<file path="config.mk">
export PLATFORM = sky130hd
export DESIGN_NAME = udma_spi_rd_arbiter
export DESIGN_NICKNAME = d
export VERILOG_FILES = /design/src/rtl/udma_spi_rd_arb_pkg.sv /design/src/rtl/udma_spi_rd_arb_id_fifo.sv /design/src/rtl/udma_spi_rd_arbiter.sv
export SDC_FILE = /design/constraint.sdc
export NUM_CORES = 1
export LEC_CHECK = 0
export CAP_MARGIN = 10
export CORE_ASPECT_RATIO = 0.8
export CORE_UTILIZATION = 32
export CTS_BUF_LIST = sky130_fd_sc_hd__clkbuf_16
export CTS_CLUSTER_SIZE = 12
export DETAILED_ROUTE_END_ITERATION = 6
export PLACE_DENSITY_LB_ADDON = 0.1
export SYNTH_ARGS = -nofsm -noshare
export SYNTH_HDL_FRONTEND = slang
export SYNTH_SLANG_ARGS = --single-unit
</file>
<file path="constraint.sdc">
create_clock -name sys_clk_i -period 2.8 [get_ports sys_clk_i]
set_clock_uncertainty 0.05 [all_clocks]
set_input_delay 0.56 -clock sys_clk_i [delete_from_list [all_inputs] [get_ports sys_clk_i]]
set_output_delay 0.56 -clock sys_clk_i [all_outputs]
set_load 0.1 [all_outputs]
</file>
<file path="src/rtl/udma_spi_rd_arb_pkg.sv">
// Shared types and constants for the SPI uDMA read-port arbiter.
// Channel ids, arbiter states and L2 transfer-size encodings.
package udma_spi_rd_arb_pkg;

    typedef logic ch_id_t;

    localparam ch_id_t CH_CMD = 1'b0;
    localparam ch_id_t CH_TX  = 1'b1;

    typedef enum logic {
        ARB_IDLE = 1'b0,
        ARB_REQ  = 1'b1
    } arb_state_t;

    localparam logic [1:0] DS_BYTE = 2'd0;
    localparam logic [1:0] DS_HALF = 2'd1;
    localparam logic [1:0] DS_WORD = 2'd2;

endpackage

</file>
<file path="src/rtl/udma_spi_rd_arb_id_fifo.sv">
// In-order FIFO of channel ids; one entry per granted-but-unanswered L2 read.
// DEPTH must be a power of two so the pointers wrap naturally.
module udma_spi_rd_arb_id_fifo
    import udma_spi_rd_arb_pkg::*;
#(
    parameter int DEPTH = 4
) (
    input  logic   clk_i,
    input  logic   rst_i,
    input  logic   push_i,
    input  logic   pop_i,
    input  ch_id_t din_i,
    output ch_id_t dout_o,
    output logic   full_o,
    output logic   empty_o
);

    localparam int PW = $clog2(DEPTH);
    localparam int CW = PW + 1;

    ch_id_t        mem_q [DEPTH];
    logic [PW-1:0] wr_ptr_q;
    logic [PW-1:0] rd_ptr_q;
    logic [CW-1:0] count_q;
    logic          push_ok;
    logic          pop_ok;

    assign push_ok = push_i & ~full_o;
    assign pop_ok  = pop_i & ~empty_o;
    assign full_o  = (count_q == CW'(DEPTH));
    assign empty_o = (count_q == '0);
    assign dout_o  = mem_q[rd_ptr_q];

    always_ff @(posedge clk_i or posedge rst_i) begin
        if (rst_i) begin
            wr_ptr_q <= '0;
            rd_ptr_q <= '0;
            count_q  <= '0;
            for (int i = 0; i < DEPTH; i++) mem_q[i] <= CH_CMD;
        end else begin
            if (push_ok) begin
                mem_q[wr_ptr_q] <= din_i;
                wr_ptr_q        <= wr_ptr_q + 1'b1;
            end
            if (pop_ok) rd_ptr_q <= rd_ptr_q + 1'b1;
            // Simultaneous push and pop leaves the occupancy unchanged.
            case ({push_ok, pop_ok})
                2'b10:   count_q <= count_q + 1'b1;
                2'b01:   count_q <= count_q - 1'b1;
                default: count_q <= count_q;
            endcase
        end
    end

endmodule

</file>
<file path="src/rtl/udma_spi_rd_arbiter.sv">
// Shares one L2 read port between the SPI command (ch0) and TX data (ch1) streams.
// Define UDMA_SPI_ARB_CMD_PRIO_EN for strict ch0 priority instead of round-robin.
module udma_spi_rd_arbiter
    import udma_spi_rd_arb_pkg::*;
#(
    parameter int L2_AWIDTH_NOAL  = 12,
    parameter int DATA_WIDTH      = 32,
    parameter int MAX_OUTSTANDING = 4
) (
    input  logic                           sys_clk_i,
    input  logic                           rst_i,
    input  logic [1:0]                     req_i,
    input  logic [1:0][L2_AWIDTH_NOAL-1:0] addr_i,
    input  logic [1:0][1:0]                datasize_i,
    output logic [1:0]                     gnt_o,
    output logic [DATA_WIDTH-1:0]          rdata_o,
    output logic [1:0]                     rvalid_o,
    input  logic [1:0]                     rready_i,
    output logic                           l2_req_o,
    output logic [L2_AWIDTH_NOAL-1:0]      l2_addr_o,
    output logic [1:0]                     l2_datasize_o,
    input  logic                           l2_gnt_i,
    input  logic [DATA_WIDTH-1:0]          l2_rdata_i,
    input  logic                           l2_rvalid_i,
    output logic                           l2_rready_o,
    output logic                           busy_o,
    output logic                           err_o
);

    arb_state_t                state_q, state_d;
    ch_id_t                    owner_q, owner_d;
    logic                      l2_req_q, l2_req_d;
    logic [L2_AWIDTH_NOAL-1:0] l2_addr_q, l2_addr_d;
    logic [1:0]                l2_ds_q, l2_ds_d;
    logic                      err_q;
    ch_id_t                    winner;
    logic                      fifo_push;
    logic                      fifo_pop;
    logic                      fifo_full;
    logic                      fifo_empty;
    ch_id_t                    fifo_head;

`ifdef UDMA_SPI_ARB_CMD_PRIO_EN
    assign winner = req_i[0] ? CH_CMD : CH_TX;
`else
    ch_id_t rr_last_q;

    // On a tie the channel after the last winner goes next.
    assign winner = (req_i == 2'b11) ? ~rr_last_q : (req_i[1] ? CH_TX : CH_CMD);

    always_ff @(posedge sys_clk_i or posedge rst_i) begin
        if (rst_i)          rr_last_q <= CH_TX;
        else if (fifo_push) rr_last_q <= owner_q;
    end
`endif

    assign fifo_push = (state_q == ARB_REQ) & l2_gnt_i;
    assign fifo_pop  = l2_rvalid_i & l2_rready_o & ~fifo_empty;

    always_comb begin
        state_d   = state_q;
        owner_d   = owner_q;
        l2_req_d  = l2_req_q;
        l2_addr_d = l2_addr_q;
        l2_ds_d   = l2_ds_q;
        case (state_q)
            ARB_IDLE: begin
                if ((|req_i) && !fifo_full) begin
                    state_d   = ARB_REQ;
                    owner_d   = winner;
                    l2_req_d  = 1'b1;
                    l2_addr_d = addr_i[winner];
                    l2_ds_d   = datasize_i[winner];
                end
            end
            ARB_REQ: begin
                if (l2_gnt_i) begin
                    state_d  = ARB_IDLE;
                    l2_req_d = 1'b0;
                end
            end
            default: state_d = ARB_IDLE;
        endcase
    end

    always_ff @(posedge sys_clk_i or posedge rst_i) begin
        if (rst_i) begin
            state_q   <= ARB_IDLE;
            owner_q   <= CH_CMD;
            l2_req_q  <= 1'b0;
            l2_addr_q <= '0;
            l2_ds_q   <= DS_BYTE;
            err_q     <= 1'b0;
        end else begin
            state_q   <= state_d;
            owner_q   <= owner_d;
            l2_req_q  <= l2_req_d;
            l2_addr_q <= l2_addr_d;
            l2_ds_q   <= l2_ds_d;
            err_q     <= l2_rvalid_i & fifo_empty;
        end
    end

    udma_spi_rd_arb_id_fifo #(
        .DEPTH(MAX_OUTSTANDING)
    ) u_id_fifo (
        .clk_i  (sys_clk_i),
        .rst_i  (rst_i),
        .push_i (fifo_push),
        .pop_i  (fifo_pop),
        .din_i  (owner_q),
        .dout_o (fifo_head),
        .full_o (fifo_full),
        .empty_o(fifo_empty)
    );

    always_comb begin
        gnt_o = 2'b00;
        if (fifo_push) gnt_o[owner_q] = 1'b1;
    end

    // With nothing outstanding, responses are drained and flagged as errors.
    always_comb begin
        rvalid_o    = 2'b00;
        l2_rready_o = 1'b1;
        if (!fifo_empty) begin
            rvalid_o[fifo_head] = l2_rvalid_i;
            l2_rready_o         = rready_i[fifo_head];
        end
    end

    assign rdata_o       = l2_rdata_i;
    assign l2_req_o      = l2_req_q;
    assign l2_addr_o     = l2_addr_q;
    assign l2_datasize_o = l2_ds_q;
    assign busy_o        = (state_q == ARB_REQ) | ~fifo_empty;
    assign err_o         = err_q;

endmodule
</file>
==> impl_results.md, run 1 <==
- Clk buf depth: 2
- Worst setup path category: reg -> reg
- Top cells by area, synth: dfrtp_1 (41%), buf_4 (14%), mux2i_1 (12%), nor2_1 (4.2%), ha_1 (3.5%)
- Top_reg_cell synth: dfrtp_1
- Full die area: 5860 um2
- Synth Warn #: 0
- Hold Crit Class: reg -> reg
- Crit end category: register
- Switch share: 54.0%
- Initial Utilization: 34.3%
- Antenna violations before repair: 0
- Cell Area, Synth: 1780 um2
- Sequential Power Share: 23.9%
- Area leader, netlist: dfrtp_1
- Initial DRT Pass Iterations: 4
- Worst Path Required: 2940 ps
- Area Overhead vs Synth: 31.7%
- GPL Wtd Cong: 0.774
- Total Routing Usage GR: 14.7%
- Net Count, Synth: 245
- First-pass GRT wire length: 6440 um
- Pwr dens: 1490 nW/um2
- # setup viols final: 0
- Post-synth top area share: 40.8%
- Final Hold Fails: 0
- Initial DRC count: 40
- Share of cells above drive strength 1: 22.9%
- DRC viols: 0
- Worst skew pair latency: 260 ps
- Largest net degree at the start of global routing: 31
- Multi-input logic area: 723 um2
- CTS H-Tree Depth: 2
- Final worst path period need: 2390 ps
- Pint: 1610 uW
- Diode count: 0
- Max Slew Vio Count: 0
- Routed wire length: 4130 um
- Unique masters post-synth: 28
- Worst Path Arrival: 2520 ps
- Worst-margin pin slew: 482 ps
- Crit Path Max Fanout: 3
- Finished Core Util: 45.2%
- Tcrit/Tclk final: 85.2%
- DR vias/cell: 4.72
- Slew headroom: 67.7%
- Final nets: 278
- Die Y-Extent: 68.7 um
- Cts hold-fix bufs: 0
- Row Count: 23
- Register bit total from synthesis: 30
- Sw Pwr: 1880 uW
- Combinational power share: 62.4%
- IO buf count: 57
- Post-synthesis cell count: 171
- Clock-pin transition on the worst setup and hold timing paths: 50 ps
- F_max: 419 MHz
- CTS Buf Count: 5
- WL per Instance: 15.4 um
- Post-synth EDFFs: 0
- I/O pin count: 122
- Clk root buf: clkbuf_16
- Dpl hpwl: 3270 um
- Via count: 1,260
- Remaining Overflow, GRT: 0
- Post-CTS sizing: 0
- Async S/R FF share, synth: 100%
- RSZ-0062 raised after global routing: no
- Post-route ant nets: 0
- Sequential Area: 752 um2
- Setup TNS: 0 ps
- Status: finished clean
- Layout fillers: 496
- Postcts setup bufs: 0
- LEAKAGE: 0.00107 uW
- CTS Sinks: 30
- Seq/Total Area, Yosys: 42.3%
- Clock power frac: 13.7%
- Startpoint Class: register
- Mean Syn Cell Area: 10.4 um2
- Worst VDD drop: 0.616 mV
- CTS tree: built
- MaxCap Viol Count: 0
- Width of the die: 85.4 um
- Core area: 5180 um2
- Vias in the first global route: 1,303
-- final timing paths --
check / slack, ps / to / start / cells after the start
worst max-delay path: 410 / u_id_fifo.count_q[2] / u_id_fifo.rd_ptr_q[1] / 10
worst min-delay path: 460 / l2_req_o / l2_req_o / 2
worst max register to register: 410 / u_id_fifo.count_q[2] / u_id_fifo.rd_ptr_q[1] / 10
worst min register to register: 460 / l2_req_o / l2_req_o / 2
max in group asynchronous: 1750 / rr_last_q / rst_i / 3
min in group asynchronous: 630 / u_id_fifo.count_q[0] / rst_i / 3
-- cells in the mapped netlist, drive strengths merged, types with 2 or more instances --
master   n
a21oi   16
inv      9
o21ai    4
xor2     3
buf     35
nand2   10
ha       5
mux2     4
mux2i   21
nor2    21
dfrtp   29
xnor2    2
-- power by group through the flow --
stage	sequential (uW)	combinational (uW)	clock [uW]
after global routing	863	2310	524
after floorplan	1580	1110	0
final	832	2180	478
after global placement	829	2170	0
after CTS	835	2200	495
after detailed placement	835	2200	0
-- per-layer routing --
layer  vias up  track usage, %  part of all wire, %
li1        600               -                    -
met2        51            24.3                   45
met1       561            15.4                   37
met5         -               0                    0
met3        48            4.05                  8.8
met4         0            15.0                  9.3
-- logic make-up (layout without fill, tap and decap cells) --
group	count (synthesis)	after routing	share of synthesized area, %
buffers and inverters	44	78	17.1
and+or+nand+nor	36	36	8.58
DFF	30	30	42.3
AOI/OAI and AO/OA	25	25	10.6
muxes	25	25	14.3
adders and majority gates	6	6	4.64
xor gates and xnor gates	5	5	2.46
-- registers in the layout (all words and copies together), names as in the netlist --
name                count
l2_addr_o              12
owner_q                 1
err_o                   1
rr_last_q               1
l2_datasize_o           2
u_id_fifo.count_q       3
l2_req_o                1
state_q                 1
u_id_fifo.mem_q         4
u_id_fifo.wr_ptr_q      2
u_id_fifo.rd_ptr_q      2
-- final cells by class --
| cell class | instances | area share (%) |
|---|---|---|
| Sequential cell | 30 | 32.1 |
| Inverter | 9 | 1.44 |
| Tap cell | 62 | 3.31 |
| Multi-Input combinational cell | 97 | 30.9 |
| Timing Repair Buffer | 61 | 26.5 |
| Clock inverter | 3 | 0.481 |
| Clock buffer | 5 | 5.34 |
-- through the flow --
step / instance area [um2] / total power, uW / hold slack, ps / std cells / worst slack [ps]
2_1_floorplan: 1780 / 2690 / 429 / 171 / 11.5
3_3_place_gp: 2210 / 3000 / 440 / 259 / 337
3_5_place_dp: 2210 / 3040 / 452 / 259 / 250
4_1_cts: 2340 / 3530 / 467 / 267 / 407
5_1_grt: 2340 / 3700 / 485 / 267 / 220
6_report: 2340 / 3490 / 460 / 267 / 414
-- placed cells by master (no fill, tap or decap), types with 5 or more instances in the layout --
| cell type | n |
|---|---|
| inv_1 | 12 |
| nor2_1 | 20 |
| buf_12 | 6 |
| buf_4 | 20 |
| clkdlybuf4s50_1 | 35 |
| clkbuf_16 | 5 |
| ha_1 | 5 |
| nand2_1 | 10 |
| dfrtp_1 | 29 |
| a21oi_1 | 9 |
| a21oi_2 | 6 |
| mux2i_1 | 21 |
-- worst max-delay path: stages (launching register included) --
cell and delay (ps):
dfrtp_1 410, mux2i_1 290, mux2i_1 160, mux2i_1 160
nor2_1 150, ha_1 220, inv_1 70, fa_1 370
xor2_1 150, nor2_1 110, xor2_1 160
No activity file was read; power rests on OpenSTA's default activity.
==> inputs of run 2 (changes only) <==
Settings changed: CORE_ASPECT_RATIO 0.8 to 0.5.
==> run 2 against run 1 <==
- cell area shrank 0.37%
- via count shrank 2.5%
- sequential share of layout area grew 0.12 points
- combinational power is essentially flat
- clock power grew 5.0%
- fmax grew 0.84%
==> impl_results.md, run 2 (synthesis gave the netlist of run 1 again) <==
- Clk buf depth: 2
- Pwr Total: 3480 uW
- CTS Sinks: 30
- Sw Pwr: 1890 uW
- Postcts setup bufs: 0
- Clock-pin transition on the worst setup and hold timing paths: 50 ps
- Worst-margin pin slew: 506 ps
- Final worst path period need: 2370 ps
- Worst Path Arrival: 1760 ps
- Width of the die: 107 um
- Most common cell after layout, fill and taps aside: clkdlybuf4s50_1
- Full die area: 5880 um2
- MaxCap Viol Count: 0
- GPL Wtd Cong: 0.708
- I/O pin count: 122
- WL per Instance: 13.1 um
- LEAKAGE: 0.00106 uW
- Met2 WL: 1730 um
- Worst VDD drop: 0.609 mV
- Crit Path Max Fanout: 6
- Clk root buf: clkbuf_16
- Post-CTS sizing: 0
- Status: finished clean
- CTS tree: built
- DR vias/cell: 4.49
- Share of cells above drive strength 1: 23.0%
- Max Slew Vio Count: 0
- Initial DRC count: 10
- DRC viols: 0
- Cts hold-fix bufs: 0
- Met3 wire length: 256 um
- Final instance area: 2330 um2
- Dpl hpwl: 2770 um
- Hold Crit Class: reg -> reg
- Switch share: 54.2%
- Startpoint Class: register
- Tcrit/Tclk final: 84.5%
- CTS H-Tree Depth: 2
- Largest register FFs: 12
- First-pass GRT wire length: 5660 um
- Combinational power share: 61.8%
- CTS Buf Count: 5
- # setup viols final: 0
- Post-route ant nets: 0
- Setup TNS: 0 ps
- Die Y-Extent: 54.7 um
- Antenna violations before repair: 0
- Via count: 1,229
- Top Layer Used: met4
- Final nets: 277
- Core area: 5130 um2
- Remaining Overflow, GRT: 0
- Initial DRT Pass Iterations: 4
- Slew headroom: 66.2%
- Layout fillers: 502
- Largest net degree at the start of global routing: 29
- Most frequent cells in the layout: clkdlybuf4s50_1 (35), dfrtp_1 (29), mux2i_1 (21)
- Worst setup path category: reg -> out
- Post-route met1 wirelength: 1450 um
- Pint: 1600 uW
- Placed Area: 2200 um2
- F_max: 423 MHz
- Initial Utilization: 34.6%
- Final Hold Fails: 0
- Sequential Power Share: 23.7%
- Total Routing Usage GR: 13.4%
- Routed wire length: 3600 um
- Worst Path Required: 2190 ps
- Area Overhead vs Synth: 31.2%
- Crit end category: output pin
- Vias in the first global route: 1,183
- Diode count: 0
- RSZ-0062 raised after global routing: no
- Clock power frac: 14.4%
- Pwr dens: 1490 nW/um2
- Worst skew pair latency: 270 ps
- IO buf count: 57
- Row Count: 18
[run 2: cell types whose count changed in the layout (fill, tap and decap cells not counted)]
cell and change:
clkinv_2 +1, inv_1 -2, clkinv_1 +1, buf_12 -1
[run 2: worst paths after layout]
| check | start | to | slack [ps] | cells past startpoint |
|---|---|---|---|---|
| setup / recovery | u_id_fifo.count_q[2] | rvalid_o[0] | 430 | 4 |
| hold / removal | l2_req_o | l2_req_o | 460 | 2 |
| setup reg to reg | u_id_fifo.rd_ptr_q[1] | u_id_fifo.count_q[2] | 490 | 10 |
| hold reg to reg | l2_req_o | l2_req_o | 460 | 2 |
| max in group asynchronous | rst_i | rr_last_q | 1440 | 3 |
| min in group asynchronous | rst_i | l2_addr_o[9] | 570 | 2 |
[run 2: metal layers]
| metal | up-vias | GRT usage, % |
|---|---|---|
| li1 | 598 | - |
| met2 | 49 | 21.9 |
| met5 | - | 0 |
| met3 | 25 | 4.29 |
| met4 | 0 | 11.2 |
| met1 | 557 | 15.1 |
[run 2: worst max-delay path: stages (launching register included)]
cell	delay (ps)
dfrtp_1	480
or3_2	510
nand2_1	190
nor2_1	110
buf_12	180
[run 2: cell type report]
| type | instances | area [um2] | share of cell area [%] |
|---|---|---|---|
| sequential | 30 | 752 | 32.2 |
| inverter | 9 | 33.8 | 1.45 |
| timing repair buffer | 60 | 601 | 25.7 |
| clock inverter | 3 | 12.5 | 0.536 |
| multi-input combinational | 97 | 723 | 31.0 |
| clock buffer | 5 | 125 | 5.36 |
| tap | 70 | 87.6 | 3.75 |
[run 2: stage by stage]
| stage | hold slack, ps | utilization [%] | instances | setup slack [ps] |
|---|---|---|---|---|
| 6_report | 458 | 45.5 | 274 | 434 |
| 5_1_grt | 487 | 45.5 | 274 | 308 |
| 4_1_cts | 468 | 45.5 | 274 | 438 |
| 2_1_floorplan | 429 | - | 171 | 11.5 |
| 3_3_place_gp | 449 | 42.8 | 266 | 349 |
| 3_5_place_dp | 453 | 42.8 | 266 | 272 |
[run 2: power by group through the flow]
stage	Clock, uW	Combinational [uW]	Sequential [uW]
global route	537	2270	867
finish	502	2150	828
CTS	521	2180	832
floorplan	0	1110	1580
global placement	0	2160	832
detailed placement	0	2180	832
==> inputs of run 3 (changes only) <==
Clock period 2.8 ns to 2.1 ns, I/O delays scaled along.
==> run 3 against run 2 <==
- core utilization increased by 4.2 points
- register-to-register slack got worse by 540 ps
- the flow now finishes with violations (setup timing)
- critical path depth rose by 2
- setup slack lost 520 ps
- global-route usage is 0.93 points higher
- sequential cell count is the same
- sequential power rose by 30%
- combinational power is 53% higher
- final cell count is 6.6% higher
- clock power increased by 32%
==> impl_results.md, run 3 (synthesis gave the netlist of run 1 again) <==
- Max Slew Vio Count: 0
- Diode count: 0
- Most common cell after layout, fill and taps aside: clkdlybuf4s50_1
- Crit end category: output pin
- Met3 Resource Use GR: 5.36%
- Area Overhead vs Synth: 43.4%
- Initial Utilization: 34.6%
- Worst Path Required: 1630 ps
- Post-route ant nets: 0
- Largest register FFs: 12
- Pwr dens: 1960 nW/um2
- Share of cells above drive strength 1: 33.3%
- IO buf count: 57
- CTS H-Tree Depth: 2
- Most frequent cells in the layout: clkdlybuf4s50_1 (35), buf_4 (34), dfrtp_1 (29)
- Largest net degree at the start of global routing: 31
- Failing checks: setup timing
- Hold WS: 438 ps
- Tcrit/Tclk final: 104%
- Combinational power share: 65.3%
- Switch share: 51.8%
- Pint: 2420 uW
- Clk buf depth: 2
- Slew headroom: 74.4%
- CTS Buf Count: 5
- First-pass GRT wire length: 6270 um
- LEAKAGE: 0.00117 uW
- DR vias/cell: 4.39
- Startpoint Class: register
- Worst VDD drop: 0.945 mV
- Hold Crit Class: reg -> reg
- Total Routing Usage GR: 14.4%
- Die Y-Extent: 54.7 um
- CTS Sinks: 30
- Worst-margin pin slew: 384 ps
- Finished Core Util: 49.7%
- Dpl hpwl: 2930 um
- Final nets: 295
- Row Count: 18
- Final Hold Fails: 0
- Antenna violations before repair: 0
- Cts hold-fix bufs: 0
- Routed wire length: 3810 um
- RSZ-0062 raised after global routing: yes
- Sequential Power Share: 21.4%
- GPL Wtd Cong: 0.697
- Status: finished with violations
- Worst setup path category: reg -> out
- Worst skew pair latency: 270 ps
- Vias in the first global route: 1,331
- Sw Pwr: 2600 uW
- Clock power frac: 13.2%
- Worst Path Arrival: 1710 ps
- MaxCap Viol Count: 0
- Crit Path Max Fanout: 3
- Width of the die: 107 um
- Core area: 5130 um2
- Layout fillers: 484
- Initial DRT Pass Iterations: 4
- DRC viols: 0
- WL per Instance: 13.1 um
- Clk root buf: clkbuf_16
- F_max: 458 MHz
- Grt met2 use: 24.7%
- Most Used Layer, Global Route: met2
- Via count: 1,282
- Final worst path period need: 2180 ps
- Final WS setup: -81.4 ps
- # setup viols final: 2
- CTS tree: built
- Grt met1 use: 15.9%
- Clock-pin transition on the worst setup and hold timing paths: 50 ps
- I/O pin count: 122
- Initial DRC count: 20
- Full die area: 5880 um2
- Remaining Overflow, GRT: 0
-- run 3: layout make-up --
type                       instances  area [um2]  area share, %
sequential                        30         752           29.5
multi-input combinational         97         763           29.9
timing repair buffer              78         777           30.5
tap                               70        87.6           3.43
inverter                           9        33.8           1.32
clock buffer                       5         125           4.90
clock inverter                     3        12.5          0.490
-- run 3: worst paths after layout --
path / startpoint / to / slack, ps / cells after the start
max in group asynchronous: rst_i / rr_last_q / 1200 / 3
worst max-delay path: u_id_fifo.rd_ptr_q[1] / l2_rready_o / -80 / 6
min in group asynchronous: rst_i / u_id_fifo.wr_ptr_q[1] / 480 / 3
worst max register to register: u_id_fifo.rd_ptr_q[1] / u_id_fifo.count_q[2] / -50 / 10
worst min-delay path: l2_req_o / l2_req_o / 440 / 2
worst min register to register: l2_req_o / l2_req_o / 440 / 2
-- run 3: metal layers --
layer	share of wire (%)	vias to the layer above
met3	8.2	22
li1	-	634
met4	3.8	0
met5	0	-
met1	42	578
met2	46	48
-- run 3: power by group through the flow --
| stage | Sequential (uW) | Clock, uW | Combinational, uW |
|---|---|---|---|
| floorplan | 2110 | 0 | 1500 |
| global placement | 1070 | 0 | 3170 |
| detailed placement | 1080 | 0 | 3200 |
| CTS | 1080 | 681 | 3220 |
| global route | 1120 | 709 | 3480 |
| finish | 1080 | 662 | 3280 |
-- run 3: worst max-delay path, stage by stage, from the launching register on --
cell,delay (ps)
dfrtp_1,410
mux2i_2,170
mux2i_1,230
mux2i_1,280
buf_4,160
nand2_4,40
buf_12,160
-- run 3: repair_timing --
| action | 4_1_cts | 5_1_grt |
|---|---|---|
| gates resized for setup | 3 | 5 |
| gates cloned | 0 | 0 |
| pin swaps | 5 | 0 |
| endpoints found under the setup margin | 4 | 6 |
| buffers inserted | 0 | 3 |
-- run 3: metrics by stage --
step                      total power (uW)  setup TNS, ps  instances  setup WS, ps  instance area, um2
after floorplan                       3610           -118        171         -80.6                1790
after global placement                4250           -124        281          -102                2360
after detailed placement              4280           -235        281          -160                2360
after CTS                             4980           -210        289         -86.9                2500
after global routing                  5310           -490        292          -208                2550
final                                 5010           -130        292         -81.4                2550
